File: config.mk
export PLATFORM = sky130hd
export DESIGN_NAME = voice_alloc
export DESIGN_NICKNAME = d
export VERILOG_FILES = /design/src/rtl/voice_alloc.sv
export SDC_FILE = /design/constraint.sdc
export NUM_CORES = 1
export LEC_CHECK = 0
export BUFFER_PORTS_ARGS = -buffer_cell sky130_fd_sc_hd__buf_4
export CORE_ASPECT_RATIO = 0.9
export CORE_MARGIN = 10
export CORE_UTILIZATION = 35
export DETAILED_ROUTE_END_ITERATION = 7
export SYNTH_ARGS = -nofsm -noshare
export SYNTH_HDL_FRONTEND = slang
export SYNTH_SLANG_ARGS = --single-unit
export TNS_END_PERCENT = 100
File: constraint.sdc
create_clock -name clk -period 2.92 [get_ports clk]
set_input_delay 0.146 -clock clk [delete_from_list [all_inputs] [get_ports clk]]
set_output_delay 0.146 -clock clk [all_outputs]
set_load 0.005 [all_outputs]
File: src/rtl/voice_alloc.sv
// Voice allocator: linear-scan key table that picks a voice for each MIDI
// note event and hands it to the velocity and envelope stages.
module voice_alloc #(
    parameter int VOICES  = 32,
    parameter int V_WIDTH = 5
) (
    input  logic               clk,
    input  logic               reset_reg,
    input  logic               evt_valid,
    output logic               evt_ready,
    input  logic               evt_is_on,
    input  logic [6:0]         evt_key,
    input  logic [7:0]         evt_vel,
    output logic               reg_note_on,
    output logic               reg_note_off,
    output logic [7:0]         reg_cur_vel_on,
    output logic [V_WIDTH-1:0] reg_cur_key_adr,
    output logic [6:0]         reg_cur_key,
    output logic [VOICES-1:0]  keys_on
);

    localparam logic [V_WIDTH-1:0] LAST_IDX = V_WIDTH'(VOICES - 1);
    localparam logic [V_WIDTH-1:0] IDX_ONE  = V_WIDTH'(1);

    typedef enum logic [1:0] {
        IDLE  = 2'd0,
        SCAN  = 2'd1,
        SETUP = 2'd2,
        ISSUE = 2'd3
    } state_t;

    state_t state_reg, state_next;

    logic               ready_reg;
    logic               cap_on_reg;
    logic [6:0]         cap_key_reg;
    logic [7:0]         cap_vel_reg;
    logic [V_WIDTH-1:0] scan_idx_reg;
    logic               match_found_reg;
    logic [V_WIDTH-1:0] match_idx_reg;
    logic               free_found_reg;
    logic [V_WIDTH-1:0] free_idx_reg;
    logic [V_WIDTH-1:0] steal_ptr_reg;

    logic [VOICES-1:0]      valid_vec;
    logic [VOICES-1:0][6:0] key_table;

    logic               accept;
    logic               scan_valid;
    logic [6:0]         scan_key;
    logic               hit_match;
    logic               hit_free;
    logic               scan_last;
    logic               match_any;
    logic               do_steal;
    logic [V_WIDTH-1:0] sel_idx;
    logic [V_WIDTH-1:0] steal_ptr_inc;

    assign accept     = evt_valid && ready_reg;
    assign evt_ready  = ready_reg;
    assign keys_on    = valid_vec;

    assign scan_valid = valid_vec[scan_idx_reg];
    assign scan_key   = key_table[scan_idx_reg];
    assign hit_match  = scan_valid && (scan_key == cap_key_reg);
    assign hit_free   = !scan_valid;
    assign scan_last  = (scan_idx_reg == LAST_IDX);
    assign match_any  = match_found_reg || hit_match;

    // Retrigger beats a free voice, which beats stealing.
    assign do_steal      = cap_on_reg && !match_found_reg && !free_found_reg;
    assign sel_idx       = match_found_reg ? match_idx_reg :
                           free_found_reg  ? free_idx_reg  : steal_ptr_reg;
    assign steal_ptr_inc = (steal_ptr_reg == LAST_IDX) ? '0 : steal_ptr_reg + IDX_ONE;

    always_comb begin
        state_next = state_reg;
        case (state_reg)
            IDLE:    if (accept) state_next = SCAN;
            SCAN: begin
                if (scan_last) begin
                    // An unmatched note-off has nothing to release.
                    if (!cap_on_reg && !match_any) state_next = IDLE;
                    else                           state_next = SETUP;
                end
            end
            SETUP:   state_next = ISSUE;
            ISSUE:   state_next = IDLE;
            default: state_next = IDLE;
        endcase
    end

    always_ff @(posedge clk) begin
        if (reset_reg) begin
            state_reg <= IDLE;
            ready_reg <= 1'b0;
        end else begin
            state_reg <= state_next;
            ready_reg <= (state_next == IDLE);
        end
    end

    always_ff @(posedge clk) begin
        if (reset_reg) begin
            cap_on_reg      <= 1'b0;
            cap_key_reg     <= '0;
            cap_vel_reg     <= '0;
            scan_idx_reg    <= '0;
            match_found_reg <= 1'b0;
            match_idx_reg   <= '0;
            free_found_reg  <= 1'b0;
            free_idx_reg    <= '0;
            steal_ptr_reg   <= '0;
            reg_note_on     <= 1'b0;
            reg_note_off    <= 1'b0;
            reg_cur_vel_on  <= '0;
            reg_cur_key_adr <= '0;
            reg_cur_key     <= '0;
        end else begin
            reg_note_on  <= 1'b0;
            reg_note_off <= 1'b0;
            case (state_reg)
                IDLE: begin
                    if (accept) begin
                        // Velocity zero on a note-on is a release.
                        cap_on_reg      <= evt_is_on && (evt_vel != 8'd0);
                        cap_key_reg     <= evt_key;
                        cap_vel_reg     <= evt_vel;
                        scan_idx_reg    <= '0;
                        match_found_reg <= 1'b0;
                        free_found_reg  <= 1'b0;
                    end
                end
                SCAN: begin
                    if (hit_match && !match_found_reg) begin
                        match_found_reg <= 1'b1;
                        match_idx_reg   <= scan_idx_reg;
                    end
                    if (hit_free && !free_found_reg) begin
                        free_found_reg <= 1'b1;
                        free_idx_reg   <= scan_idx_reg;
                    end
                    if (!scan_last) scan_idx_reg <= scan_idx_reg + IDX_ONE;
                end
                SETUP: begin
                    // Loaded a full cycle ahead of the strobe for the velocity stage.
                    reg_cur_key_adr <= sel_idx;
                    reg_cur_key     <= cap_key_reg;
                    if (cap_on_reg) reg_cur_vel_on <= cap_vel_reg;
                    if (do_steal)   steal_ptr_reg  <= steal_ptr_inc;
                end
                ISSUE: begin
                    if (cap_on_reg) reg_note_on  <= 1'b1;
                    else            reg_note_off <= 1'b1;
                end
                default: ;
            endcase
        end
    end

    // Per-voice key/valid slot, written only on the issue cycle of its index.
    genvar gi;
    generate
        for (gi = 0; gi < VOICES; gi++) begin : g_slot
            logic       slot_valid_reg;
            logic [6:0] slot_key_reg;

            always_ff @(posedge clk) begin
                if (reset_reg) begin
                    slot_valid_reg <= 1'b0;
                    slot_key_reg   <= '0;
                end else if (state_reg == ISSUE && reg_cur_key_adr == V_WIDTH'(gi)) begin
                    slot_valid_reg <= cap_on_reg;
                    if (cap_on_reg) slot_key_reg <= cap_key_reg;
                end
            end

            assign valid_vec[gi] = slot_valid_reg;
            assign key_table[gi] = slot_key_reg;
        end
    endgenerate

endmodule

==> results.ini, run 1 <==
[cts]
path_clk_slew_ns = 0.06
cts-root-buf = clkbuf_16
cts_buffer_depth = 3
htreeDepth = 2
cts_tree = done
clk_latency_ns = 0.53
clkSinkCount = 319
cts_buffers = 34

[job]
maxCapViolCount = 0

[sta]
hold_slack_ns = 0.0363
setup_viol = 0
worst_slew_pin_slew_ns = 0.780
clock_skew_ns = 0.0134
maxSlewViolCount = 0
fmax_mhz = 344
slew_headroom_pct = 48.0
rsz0062_at_grt = false
finalCritPeriodShare_pct = 99.5
min_period_ns = 2.90
hold_viol = 0

[yosys]
synthTopCellsByCount = dfxtp_1, nand2_1, a21oi_1, mux2i_1, nand3_1
ys.flop_type = dfxtp_1
yosys.area.top_type_share_pct = 44.5
synth.area.top_cells = dfxtp_1, mux2i_1, a21oi_1
yosys_warnings = 0
synth.avg_cell_area_um2 = 8.34
synth_edf_count = 0
syn-num-nets = 1745
synth_top_area_cell = dfxtp_1
synth_cells = 1722
ys_ff_latch = 319
synth_most_common_cell = dfxtp_1
synth_seq_area_share_pct = 44.5
synth_cell_type_count = 40
synth.cell_area_um2 = 14400
synth-async-reset-ratio_pct = 0

[grt]
grt_util_all_layers_pct = 18.4
grt_pass1_wl_um = 71300
first_global_vias = 11800
grt_max_degree = 121
antenna_found_initial = 0
grt-ovfl-total = 0

[worst_hold_path]
hold_path_class = primary input to flip-flop
min_to = evt_ready$_SDFF_PP0_
hold_start = evt_valid
hold_depth = 4

[routing]
vias_per_cell = 5.48
via_count = 12700
firstDrtPassIters = 5
drtAntennaViolNets = 0
post-route-drc-count = 0
wl_per_cell_um = 20.5
drt-initial-drc-count = 1299
wl_um = 47300

[placement]
place_area_um2 = 15500
gp_congestion = 0.948
hpwl_um = 31900
numPortBuffers = 73

[power]
finalPower_mw = 9.58
p_seq_share_pct = 45.8
vdd_drop_max_mv = 0.358
p_clk_share_pct = 49.5
switching_power_mw = 2.15
p_leak_nw = 5.56
comb_power_share_pct = 4.7
powerDensity_nw_per_um2 = 562
p_sw_share_pct = 22.4
p_int_mw = 7.43

[setup_path]
r2r_end = match_idx_reg[1]$_SDFFE_PP0P_
endpoint_kind = flip-flop
required_ns = 3.37
r2r_setup_slack_ns = 0.02
cp.arrival_ns = 3.36
crit_type = flip-flop to flip-flop
r2r_start = scan_idx_reg[0]$_SDFFE_PP0P_
worstPathCellList = buf_12 -> nor2_2 -> a22oi_1 -> nand3_1 -> o21ai_0 -> nor3_1 -> o2111ai_1 -> buf_4 -> nor4_4 -> buf_4 -> mux2i_1
crit_slowest_cell = nor2_2
crit_path_start_kind = flip-flop
cpLargestDelayFamily = simple AND/OR/NAND/NOR gates
worst_path_most_repeated_cell = buf_4
r2r_cells = 11
max_stage_delay_ns = 0.42
crit_path_max_fanout = 10
crit_buf_inv = 3

[floorplanning]
die_height_um = 212
die_x_um = 233
initial_core_util_pct = 35.4
rows = 70
die_area_um2 = 49500
coreArea_um2 = 40600
num_io_pins = 74

[final_layout]
layout-drive-gt1-share_pct = 15.0
nNetsFinal = 1773
largest_reg_flops = 224
syn2layout_area_growth_pct = 18.7
insertedDiodeCount = 0
utilization_pct = 42.0
design_area_um2 = 17000

[outcome]
status = complete, no violations

layer usage:
metal / wire length, um / up-vias / GRT usage [%]
li1: - / 5967 / -
met1: 21500 / 6091 / 25.6
met2: 20700 / 535 / 28.4
met3: 4040 / 89 / 3.92
met4: 1160 / 0 / 4.93
met5: 0 / - / 0
worst reg2reg max path, stage by stage, from the launching register on:
cell       delay [ns]
dfxtp_4          0.37
buf_12           0.15
nor2_2           0.43
a22oi_1          0.32
nand3_1          0.18
o21ai_0          0.16
nor3_1           0.24
o2111ai_1        0.19
buf_4            0.20
nor4_4           0.20
buf_4            0.21
mux2i_1          0.20
worst max-delay path by stage:
stage                     slack, ns                    startpoint  cells after the start                       endpoint
after floorplan                0.22  scan_idx_reg[0]$_SDFFE_PP0P_                      9  match_idx_reg[0]$_SDFFE_PP0P_
after global placement        -0.03  scan_idx_reg[1]$_SDFFE_PP0P_                     11  match_idx_reg[1]$_SDFFE_PP0P_
after detailed placement      -0.07  scan_idx_reg[1]$_SDFFE_PP0P_                     11  match_idx_reg[1]$_SDFFE_PP0P_
after CTS                     0.004  scan_idx_reg[0]$_SDFFE_PP0P_                     10  match_idx_reg[1]$_SDFFE_PP0P_
after global routing           0.01  scan_idx_reg[1]$_SDFFE_PP0P_                     12  match_idx_reg[2]$_SDFFE_PP0P_
final                          0.02  scan_idx_reg[0]$_SDFFE_PP0P_                     11  match_idx_reg[1]$_SDFFE_PP0P_
timing repair:
action,4_1_cts,5_1_grt
endpoints found under the setup margin,5,8
hold buffers,16,0
pin swaps,0,0
buffers inserted,1,5
hold endpoints to repair,16,0
gates resized for setup,1,13
cells by family (layout without fill, tap and decap cells):
kind of cell    Yosys count  in the layout  share of synthesized area (%)
simple gates            688            688                           20.9
flops                   319            319                           44.5
compound gates          312            312                           11.9
mux                     206            206                           16.0
buf+inv                 185            237                           5.92
xor+xnor                  8              8                          0.488
fa+ha+maj                 4              4                          0.349
layout make-up:
type | count | area (um^2)
repair buffers | 176 | 1520
inverters | 1 | 3.75
flip-flops and latches | 319 | 6390
multi-input cells | 1218 | 7220
clock inverters | 10 | 150
fillers | 3971 | 23500
clock buffers | 50 | 1080
well taps | 540 | 676
per-stage QoR:
| stage | instances | TNS, ns | worst slack, ns |
|---|---|---|---|
| after floorplan | 1722 | 0 | 0.224 |
| after global placement | 2232 | -0.0907 | -0.0284 |
| after detailed placement | 2232 | -0.294 | -0.0707 |
| after CTS | 2309 | 0 | 0.00416 |
| after global routing | 2314 | 0 | 0.0105 |
| final | 2314 | 0 | 0.0154 |
power by group through the flow:
| stage | clock network, mW | logic, mW | registers [mW] |
|---|---|---|---|
| 2_1_floorplan | 0 | 0.271 | 4.47 |
| 3_3_place_gp | 0 | 0.408 | 4.49 |
| 3_5_place_dp | 0 | 0.411 | 4.49 |
| 4_1_cts | 4.77 | 0.431 | 4.39 |
| 5_1_grt | 4.96 | 0.472 | 4.39 |
| 6_report | 4.74 | 0.447 | 4.39 |
placed cells by master (no fill, tap or decap), types with 6 or more instances in the layout:
cell             n
a21oi_1        245
a22oi_1         41
a22oi_2          6
buf_12          12
buf_4          146
clkbuf_16       38
clkbuf_8         8
clkinv_2         6
dfxtp_1        317
dlygate4sd3_1   16
mux2i_1        186
mux4_2          19
nand2_1        313
nand2b_1        21
nand3_1        180
nor2_1         120
nor3_1           9
nor3_2           6
o21ai_0         11
(Power assumes the default switching activity.)
==> run 2, diff against run 1 <==
- CORE_UTILIZATION: 35 -> 58
- PLACE_DENSITY: unset -> 0.76
==> run 2 against run 1 <==
Compared with the run above: first-iteration DRC count rose by 28%; worst hold slack improved by 0.011 ns; clock power shrank 5.5%; routed wire length is 6.4% lower; final cell count down 10%; critical path type unchanged; critical endpoint is now match_idx_reg[4]$_SDFFE_PP0P_.
==> results.ini, run 2 (synthesis gave the netlist of run 1 again) <==
[final_layout]
design_area_um2 = 16600
layout-drive-gt1-share_pct = 14.3
final_cell_mix = dfxtp_1, nand2_1, a21oi_1
mostFrequentLayoutCell = dfxtp_1
seqCellArea_um2 = 6390
nNetsFinal = 1770
fillCellCount = 1957
insertedDiodeCount = 0
syn2layout_area_growth_pct = 15.5
multi_input_area_um2 = 7200
final_cells = 2077
largest_reg_flops = 224

[grt]
antenna_found_initial = 0
grt_max_degree = 98
grt_pass1_wl_um = 68200
grt_util_all_layers_pct = 27.2
first_global_vias = 12000
grt-ovfl-total = 0

[sta]
maxSlewViolCount = 0
setup_viol = 0
worst_slew_pin_slew_ns = 0.766
slew_headroom_pct = 48.9
hold_viol = 0
rsz0062_at_grt = false
clock_skew_ns = 0.0144
setup_ws_ns = 0.0769
hold_slack_ns = 0.0477
finalCritPeriodShare_pct = 97.4
min_period_ns = 2.84
fmax_mhz = 352

[floorplanning]
rows = 54
num_io_pins = 74
die_area_um2 = 31500
coreArea_um2 = 24300
initial_core_util_pct = 59.0
die_height_um = 169
die_x_um = 186

[setup_path]
cpLargestDelayFamily = buffers and inverters
crit_slowest_cell = dfxtp_4
critical_path.startpoint = scan_idx_reg[1]$_SDFFE_PP0P_
cp.arrival_ns = 3.27
endpoint_kind = flip-flop
required_ns = 3.35
crit_type = flip-flop to flip-flop
r2r_start = scan_idx_reg[1]$_SDFFE_PP0P_
worstPathCellList = buf_12 -> buf_4 -> mux2i_1 -> a22oi_1 -> nand3_1 -> nand4_1 -> xnor2_1 -> o2111ai_1 -> buf_4 -> nor4_4 -> buf_6 -> mux2i_1
crit_path_max_fanout = 30
max_stage_delay_ns = 0.46
crit_path_start_kind = flip-flop
crit_buf_inv = 4

[cts]
cts_buffers = 35
clk_latency_ns = 0.52
path_clk_slew_ns = 0.06
cts_buffer_depth = 3
cts-root-buf = clkbuf_16
htreeDepth = 2
clkSinkCount = 319
cts_tree = done

[routing]
post-route-drc-count = 0
highest_layer = met4
wl_per_cell_um = 21.3
firstDrtPassIters = 6
vias_per_cell = 6.19
drtAntennaViolNets = 0
via_count = 12900
wl_met2_um = 19300
wl_um = 44300
wl_met1_um = 18600
route.met3.wl_um = 5010
drt-initial-drc-count = 1666

[placement]
dp_cells = 1999
place_area_um2 = 15200
hpwl_um = 28900
numPortBuffers = 73
pre_cts_ws_ns = -0.0221
gp_congestion = 0.957

[outcome]
status = complete, no violations

[power]
finalPower_mw = 9.31
powerDensity_nw_per_um2 = 561
vdd_drop_max_mv = 0.348
p_leak_nw = 5.48

[job]
maxCapViolCount = 0

[worst_hold_path]
hold_start = evt_valid
hold_path_class = primary input to flip-flop

## run 2: routing by layer
layer  up-vias  GRT usage (%)
met5         -              0
met4         0           8.76
met3        99           6.89
met2       692           41.8
met1      6115           36.7
li1       5948              -
## run 2: final cells by class
class / instances / share of cell area (%)
multi-input combinational: 1218 / 43.4
sequential: 319 / 38.6
timing repair buffer: 172 / 8.65
clock buffer: 54 / 6.52
tap: 308 / 2.32
clock inverter: 5 / 0.475
inverter: 1 / 0.0226
## run 2: power by group
part           leakage [nW]  switching (mW)  internal, mW
Clock                 0.570            1.76          2.72
Combinational          2.34           0.286         0.152
Sequential             2.57          0.0244          4.37
## run 2: through the flow
stage / setup TNS [ns] / util, %
6_report: 0 / 68.2
3_3_place_gp: 0 / 62.4
3_5_place_dp: -0.0804 / 62.4
4_1_cts: 0 / 67.8
5_1_grt: 0 / 68.2
2_1_floorplan: 0 / -
## run 2: path summary, 6_finish.rpt
kind	end	slack, ns	cells past startpoint
worst max-delay path	match_idx_reg[4]$_SDFFE_PP0P_	0.08	12
worst min-delay path	state_reg[0]$_SDFF_PP0_	0.05	5
worst max register to register	match_idx_reg[4]$_SDFFE_PP0P_	0.08	12
worst min register to register	g_slot[17].slot_key_reg[1]$_SDFFE_PP0P_	0.45	2
## run 2: what timing repair did
item,in CTS,in global routing
pin swaps,0,3
cloned,0,0
buffers inserted,0,3
setup endpoints to repair,1,6
hold endpoints to repair,16,0
gates resized for setup,1,12
hold buffers,16,0
## run 2: tightest hold or removal path, stage by stage
cell     delay, ns
buf_4         0.09
a21oi_1       0.07
nor2_1        0.09
nor2_1        0.04
nor2_1        0.07
